--- src/rtl/data_mem_ctrl.sv ---
`default_nettype none
// ============================================================================
// Module   : data_mem_ctrl
// Function : Responder for load/store requests. Each access is executed one
//            byte at a time on a byte-wide RAM port. Load results are sign- or
//            zero-extended and returned with a one-cycle ready pulse.
// Option   : define DATA_MEM_CTRL_IO_STALL_EN to hold store bytes aimed at
//            the I/O window (addr >= IO_BASE) while io_buffer_full is high.
// Revision : 1.0 - initial release
// ============================================================================
module data_mem_ctrl #(
  parameter int          ADDR_WIDTH = 32,
  parameter logic [31:0] IO_BASE    = 32'h30000
) (
  input  logic                  clk_in,
  input  logic                  rst_n_in,
  input  logic                  rdy_in,
  input  logic                  req_valid,
  input  logic                  req_wr,
  input  logic [2:0]            req_size,
  input  logic [31:0]           req_addr,
  input  logic [31:0]           req_value,
  output logic                  ready,
  output logic [31:0]           res,
  input  logic [7:0]            mem_din,
  output logic [7:0]            mem_dout,
  output logic [ADDR_WIDTH-1:0] mem_a,
  output logic                  mem_wr,
  input  logic                  io_buffer_full
);

  typedef enum logic [1:0] {
    ST_IDLE   = 2'd0,
    ST_ACCESS = 2'd1,
    ST_DRAIN  = 2'd2,
    ST_DONE   = 2'd3
  } state_t;

  state_t                r_state;
  state_t                w_state_nxt;

  logic                  r_wr;
  logic [2:0]            r_size;
  logic [31:0]           r_addr;
  logic [31:0]           r_value;
  logic [31:0]           r_res;
  logic [1:0]            r_k;
  logic [7:0]            r_skid;
  logic                  r_paused;
  logic [ADDR_WIDTH-1:0] r_mem_a;
  logic [7:0]            r_mem_dout;

  logic [1:0]            w_last_k;
  logic [1:0]            w_k_nxt;
  logic [31:0]           w_addr_k;
  logic [31:0]           w_addr_nxt;
  logic                  w_stall;
  logic [1:0]            w_cap_idx;
  logic [7:0]            w_din;
  logic [31:0]           w_res_cap;
  logic                  w_sign;
  logic [31:0]           w_res_ext;

  // Index of the final byte: 0, 1 or 3 (size 3 behaves as a word)
  assign w_last_k   = (r_size[1:0] == 2'd0) ? 2'd0 :
                      (r_size[1:0] == 2'd1) ? 2'd1 : 2'd3;
  assign w_k_nxt    = r_k + 2'd1;
  assign w_addr_k   = r_addr + {30'd0, r_k};
  assign w_addr_nxt = w_addr_k + 32'd1;

`ifdef DATA_MEM_CTRL_IO_STALL_EN
  // A store byte into the I/O window waits for room in the I/O sink
  assign w_stall = r_wr && io_buffer_full && (w_addr_k >= IO_BASE);
`else
  logic w_unused;
  assign w_stall  = 1'b0;
  assign w_unused = ^{io_buffer_full, IO_BASE};
`endif

  // Byte returned for index k-1 while accessing, index n-1 while draining.
  // After a pause the live RAM data has moved on, so the skid byte is used.
  assign w_cap_idx = (r_state == ST_DRAIN) ? r_k : (r_k - 2'd1);
  assign w_din     = r_paused ? r_skid : mem_din;

  // Merge the returning byte into the partial result
  always_comb begin
    w_res_cap = r_res;
    w_res_cap[{w_cap_idx, 3'b000} +: 8] = w_din;
  end

  // Extend the assembled load from bit 8n-1
  always_comb begin
    w_sign = 1'b0;
    case (r_size[1:0])
      2'd0:    w_sign = r_res[7];
      2'd1:    w_sign = r_res[15];
      default: w_sign = r_res[31];
    endcase
    if (r_size[2]) w_sign = 1'b0;
    case (r_size[1:0])
      2'd0:    w_res_ext = {{24{w_sign}}, r_res[7:0]};
      2'd1:    w_res_ext = {{16{w_sign}}, r_res[15:0]};
      default: w_res_ext = r_res;
    endcase
  end

  // State register
  always_ff @(posedge clk_in or negedge rst_n_in) begin
    if (!rst_n_in) r_state <= ST_IDLE;
    else           r_state <= w_state_nxt;
  end

  // Next-state decode, write strobe and completion outputs
  always_comb begin
    w_state_nxt = r_state;
    mem_wr      = 1'b0;
    ready       = 1'b0;
    res         = 32'd0;
    case (r_state)
      ST_IDLE: begin
        if (rdy_in && req_valid) w_state_nxt = ST_ACCESS;
      end
      ST_ACCESS: begin
        mem_wr = r_wr && rdy_in && !w_stall;
        if (rdy_in && !w_stall && (r_k == w_last_k))
          w_state_nxt = r_wr ? ST_DONE : ST_DRAIN;
      end
      ST_DRAIN: begin
        if (rdy_in) w_state_nxt = ST_DONE;
      end
      ST_DONE: begin
        ready = 1'b1;
        if (!r_wr) res = w_res_ext;
        if (rdy_in) w_state_nxt = ST_IDLE;
      end
      default: w_state_nxt = ST_IDLE;
    endcase
  end

  // Request latch, byte index, RAM address/data registers and load capture
  always_ff @(posedge clk_in or negedge rst_n_in) begin
    if (!rst_n_in) begin
      r_wr       <= 1'b0;
      r_size     <= 3'd0;
      r_addr     <= 32'd0;
      r_value    <= 32'd0;
      r_res      <= 32'd0;
      r_k        <= 2'd0;
      r_skid     <= 8'd0;
      r_paused   <= 1'b0;
      r_mem_a    <= '0;
      r_mem_dout <= 8'd0;
    end else begin
      r_paused <= !rdy_in;
      if (!rdy_in && !r_paused) r_skid <= mem_din;
      if (rdy_in) begin
        case (r_state)
          ST_IDLE: begin
            if (req_valid) begin
              r_wr    <= req_wr;
              r_size  <= req_size;
              r_addr  <= req_addr;
              r_value <= req_value;
              r_res   <= 32'd0;
              r_k     <= 2'd0;
              r_mem_a <= req_addr[ADDR_WIDTH-1:0];
              if (req_wr) r_mem_dout <= req_value[7:0];
            end
          end
          ST_ACCESS: begin
            if (!w_stall) begin
              if (!r_wr && (r_k != 2'd0)) r_res <= w_res_cap;
              if (r_k != w_last_k) begin
                r_k     <= w_k_nxt;
                r_mem_a <= w_addr_nxt[ADDR_WIDTH-1:0];
                if (r_wr) r_mem_dout <= r_value[{w_k_nxt, 3'b000} +: 8];
              end
            end
          end
          ST_DRAIN: r_res <= w_res_cap;
          default: ;
        endcase
      end
    end
  end

  assign mem_a    = r_mem_a;
  assign mem_dout = r_mem_dout;

endmodule
`default_nettype wire

--- config.mk ---
export PLATFORM = sky130hd
export DESIGN_NAME = data_mem_ctrl
export DESIGN_NICKNAME = d
export VERILOG_FILES = /design/src/rtl/data_mem_ctrl.sv
export SDC_FILE = /design/constraint.sdc
export NUM_CORES = 1
export LEC_CHECK = 0
export ABC_AREA = 1
export CAP_MARGIN = 20
export CORE_MARGIN = 4
export CORE_UTILIZATION = 35
export CTS_CLUSTER_SIZE = 14
export DETAILED_ROUTE_END_ITERATION = 10
export SLEW_MARGIN = 20
export SYNTH_ARGS = -nofsm -noshare
export SYNTH_HDL_FRONTEND = slang
export SYNTH_SLANG_ARGS = --single-unit
--- constraint.sdc ---
create_clock -name clk_in -period 2.6 [get_ports clk_in]
set_input_delay 0.26 -clock clk_in [delete_from_list [all_inputs] [get_ports clk_in]]
set_output_delay 0.26 -clock clk_in [all_outputs]
set_load 0.02 [all_outputs]
# After elaboration in Yosys (flattened, before gate mapping)
# Cells that the tools add are included.
# Widths: inputs -> output; s select.
dict set report word_totals {
  reg_bits 153
  latch_bits 0
  ram_bits 0
  mem_bits_ro 0
  inputBits 81
  output_inout_bits 74
  wordCells 84
  n_memories 0
}
dict set report classes {
  add_sub_neg 5
  multipliers 0
  n_div 0
  order_cmp 0
  n_eq_ne 15
  n_shift 3
  muxes 32
  n_bitwise 0
  n_reduce_logical 18
}
# operator count
set op_table {}
lappend op_table {{$mux 32} 6}
lappend op_table {{$pmux 32 s2} 2}
lappend op_table {{$pmux 32 s3} 1}
lappend op_table {{$mux 8} 5}
lappend op_table {{$add 32x1->32 const B} 1}
lappend op_table {{$add 32x2->32} 1}
lappend op_table {{$bwmux 32} 1}
lappend op_table {{$shift 8x7->32 const A} 1}
lappend op_table {{$shiftx 32x6->8} 1}
lappend op_table {{$shiftx 8x7->32} 1}
lappend op_table {{$mux 2} 9}
lappend op_table {{$ne 2x2->1 const B} 9}
lappend op_table {{$pmux 8 s2} 1}
lappend op_table {{$reduce_and 4->1} 3}
lappend op_table {{$pmux 2 s4} 1}
lappend op_table {{$neg 5->7} 1}
lappend op_table {{$reduce_and 6->1} 1}
lappend op_table {{$logic_and 1x1->1} 5}
lappend op_table {{$mux 1} 5}
lappend op_table {{$eq 2x1->1 const B} 2}
lappend op_table {{$eq 2x2->1 const B} 2}
lappend op_table {{$logic_not 2->1} 2}
lappend op_table {{$pmux 2 s2} 1}
lappend op_table {{$reduce_bool 2->1} 2}
lappend op_table {{other kinds (7)} 9}

# Depth between registers and ports, before layout
dict set report logic_depth {
  word_depth 7
  ltp_mapped 13
  ltp_nobuf 12
}

# Worst setup path before layout
# OpenSTA, ideal clock, no wires.
dict set report synth_path {
  path_type {register -> register}
  startpoint {register r_k[0]}
  endpoint {register r_res[16]}
  setup_time_ns 0.076
  t_arrival_ns 2.308
  required_time_ns 2.524
  slack_ns 0.216
  path_stages_with_launch 14
  n_path_buf 2
  synth_period_minus_slack_ns 2.384
  cell_sequence {dfrtp_1 inv_2 buf_2 ha_1 buf_2 nand2_1 o21ai_2 inv_2 ha_1 nor2_1 nand2_1 nor2_1 nand2_1 o21ai_1}
}
dict set report synth_via {
  elab_chain_cells 7
  word_cells_on_any_way 12
  cone_classes {add/sub: 2; eq/ne: 1; shift: 2; mux: 4; reduce/logical: 3}
}
# element line
set synth_rtl {}
lappend synth_rtl {{start, declared} 47} ;# logic [1:0] r_k;
lappend synth_rtl {{start signal, assigned} 174} ;# r_k <= w_k_nxt;
lappend synth_rtl {{$sub 2x1->2} 82} ;# assign w_cap_idx = (r_state == ST_DRAIN) ? r_k : (r_k - 2'd1);
lappend synth_rtl {{$mux 2} 82}
lappend synth_rtl {{$neg 5->7} 88} ;# w_res_cap[{w_cap_idx, 3'b000} +: 8] = w_din;
lappend synth_rtl {{$shiftx 8x7->32 / $shift 8x7->32 (equally long branches)} 88}
lappend synth_rtl {{$bwmux 32} 88}
lappend synth_rtl {{$mux 32} 172} ;# if (!r_wr && (r_k != 2'd0)) r_res <= w_res_cap;
lappend synth_rtl {{$pmux 32 s3} 157} ;# case (r_state)
lappend synth_rtl {{end signal, assigned} 172}
lappend synth_rtl {{end signal, assigned} 180} ;# ST_DRAIN: r_res <= w_res_cap;
lappend synth_rtl {{end, declared} 46} ;# logic [31:0] r_res;
# Parallel ways exist; a longest one is shown, timed or not. The select of a mux whose other input is x is not followed.
# A chain may end at the register's enable or synchronous reset.

# Final worst setup path
dict set report layout_path {
  startpoint {register r_state[0]}
  endpoint {output res[7]}
}
dict set report layout_via {
  elab_chain_cells 2
}
# element line
set layout_rtl {}
lappend layout_rtl {{start, declared} 39} ;# state_t r_state;
lappend layout_rtl {{start signal, assigned} 110} ;# else r_state <= w_state_nxt;
lappend layout_rtl {{$eq 2x2->1} 119} ;# case (r_state)
lappend layout_rtl {{$mux 32} 119}
lappend layout_rtl {{end, declared} 24} ;# output logic [31:0] res,
# No other way between the ends.

==> results.cfg <==
[synth]
synth-seq-cells = 153
synth_top_cell_by_area = dfrtp_1
syn_nets = 1181
synth_edf_count = 0
synth_area_sq_um = 8230
ys.flop_type = dfrtp_1
synth.top_cell.area_share_pct = 46.5
syn_inst = 1089
synthDistinctLibCells = 36
syn_area_per_cell_sq_um = 7.56
synth-seq-area-share_pct = 46.5
synthTopCellsByArea = dfrtp_1 (46%), nand2_1 (16%), inv_1 (5.1%), nor2_1 (5.1%), o21ai_0 (4.8%)
synth_warnings = 0
async_flop_share_pct = 100

[timing]
worst_slack_ns = 0.170
min_period_ns = 2.43
maxSlewViolCount = 0
worstMarginPinSlew_ns = 0.693
slew_headroom_pct = 53.8
hold_violations = 0
finalSetupViolCount = 0
tns_ns = 0
skew_ns = 0.0106
finalCritPeriodShare_pct = 93.5
hold_slack_ns = 0.385
fmax_mhz = 412

[final_layout]
layout.nets = 1327
fillers = 2329
layout_commonest_cell = nand2_1
final_cell_area_sq_um = 10800
drive_gt1_share_pct = 9.13
syn_to_final_growth_pct = 30.9
layout_common_cells = nand2_1 (358), dfrtp_1 (153), clkdlybuf4s50_1 (128)
antennaDiodeCount = 0

[drt]
num_vias = 7256
firstDrtPassIters = 5
wirelength_mm = 22.4
routedWlPerCell_um = 14.3
antenna_left = 0
drc = 0
routed_via_density = 4.65
drt_iter0_markers = 412

[die]
io_pins = 155
die_h_um = 161
start_util_pct = 35.9
dieArea_sq_um = 26000
core_area_sq_um = 22900
die_x_um = 161
rows = 55

[power_and_ir_drop]
power_density_nw_per_um2 = 1140
power_frac_comb_pct = 44.5
seqPwrFrac_pct = 33.7
p_switching_mw = 5.10
p_int_mw = 7.17
p_leak_nw = 5.16
swShare_pct = 41.6
pwr-share-clk_pct = 21.9
peakVddDrop_mv = 0.408

[worst_setup_path]
worstPathCellList = ha_1, nand2_2, nor2_1, clkdlybuf4s50_1
crit_type = reg2out
slowest_stage = clkdlybuf4s50_1
cp-end-kind = output port
cp.required_ns = 2.34
arrival_ns = 2.17
start_kind = register
max_stage_delay_ns = 0.63
cp_max_fo = 16

[cts]
clockBufferDepth = 2
cts_sinks = 153
cts_tree = yes
post_cts_buffers = 0
cts_root_buf = clkbuf_16
clk_latency_ns = 0.42
htree_levels = 4
path_clk_slew_ns = 0.07
cts_buffers = 17

[global_routing]
grt_overflow = 0
grtUsageTotal_pct = 17.4
antenna_found_initial = 1
grt_pass1_wl_mm = 36.7
grt_max_degree = 110
first_global_vias = 7099

[run_status]
status = finished, final reports clean

[place]
io_buffer_count = 153
hpwl_mm = 16.2
place.gp.congestion = 0.858
placedInstanceArea_sq_um = 10100
place_ws_ns = 0.0785

[flow_run]
cap_violations = 0

[worst_hold_path]
hold_class = in2async
-- metrics by stage --
stage | util, % | instances | total power [mW]
after global routing | 47.0 | 1561 | 13.3
after CTS | 46.8 | 1561 | 12.4
after global placement | 44.0 | 1528 | 9.51
after detailed placement | 44.0 | 1528 | 9.62
after floorplan | - | 1089 | 7.74
final | 47.0 | 1561 | 12.3
-- timing repair --
| action | 4_1_cts | 5_1_grt |
|---|---|---|
| endpoints found under the setup margin | 17 | 25 |
| gates resized for setup | 10 | 19 |
| gates cloned | 0 | 0 |
| hold buffers | 1 | 0 |
| endpoints found under the hold margin | 65 | 0 |
| pin swaps | 0 | 0 |
-- registers in the layout (all words and copies together), names as in the netlist --
signal,cells
mem_a,32
r_addr,32
r_res,32
r_value,32
mem_dout,8
r_skid,8
r_size,3
r_k,2
r_state,2
r_paused,1
r_wr,1
-- cell usage after synthesis (3+ instances only) --
library cell	n
nand3_1	66
xor2_1	4
buf_4	5
nor2_1	111
xnor2_1	5
nand2_2	3
buf_2	19
nor2_2	5
dfrtp_1	153
a21oi_2	7
o21ai_0	79
o21ai_2	8
a21oi_1	39
nand2_1	359
ha_1	10
nand3b_1	10
inv_1	111
mux2_2	27
buf_6	3
inv_2	6
o211ai_1	3
clkbuf_1	15
o21ai_1	25
-- worst max-delay path: cells and delay by family (launching register included) --
family,cells,cell delay [ns]
flip-flops,1,0.44
AND/OR/NAND/NOR,2,0.39
adder cells (fa/ha/maj),1,0.29
buffers and inverters,1,0.63
-- power groups by stage --
stage | sequential, mW | combinational, mW | clock (mW)
after floorplan | 4.30 | 3.44 | 0
after global placement | 4.12 | 5.39 | 0
after detailed placement | 4.15 | 5.47 | 0
after CTS | 4.12 | 5.50 | 2.75
after global routing | 4.28 | 6.17 | 2.84
final | 4.13 | 5.46 | 2.68
-- logic make-up after synthesis --
kind of cell             synth area share (%)
XOR/XNOR                                 1.15
flip-flops                               46.5
adder cells (fa/ha/maj)                  1.76
multiplexers                             3.69
AO/OA/AOI/OAI                            10.8
buffers and inverters                    8.42
AND/OR/NAND/NOR                          27.6
-- final cells by class --
type / count / area (sq um) / area share (%)
clock inverters: 13 / 193 / 1.79
flip-flops and latches: 153 / 3830 / 35.5
inverters: 119 / 447 / 4.14
well taps: 313 / 392 / 3.63
clock buffers: 19 / 433 / 4.02
repair buffers: 171 / 1730 / 16.1
multi-input cells: 773 / 3750 / 34.8
-- worst paths after layout --
| kind | start | endpoint | slack (ns) | cells after the start |
|---|---|---|---|---|
| worst min register to register | mem_a[17] | mem_a[17] | 0.48 | 2 |
| min in group clk_in | mem_din[4] | r_skid[4] | 0.39 | 3 |
| worst min-delay path | rst_n_in | mem_dout[3] | 0.39 | 2 |
| worst max register to register | r_state[0] | r_res[23] | 0.22 | 10 |
| worst max-delay path | r_state[0] | res[7] | 0.17 | 4 |
| max in group asynchronous | rst_n_in | mem_a[18] | 1.45 | 3 |
-- routing by layer --
layer  track usage, %  up-vias  part of all wire [%]
li1                 -     3728                     -
met1             24.5     3341                    49
met2             26.6      164                    44
met3             4.29       21                   6.4
met4             4.85        2                   1.2
met5                0        -                 0.036
Note: power is estimated with default switching activity, not from simulation.
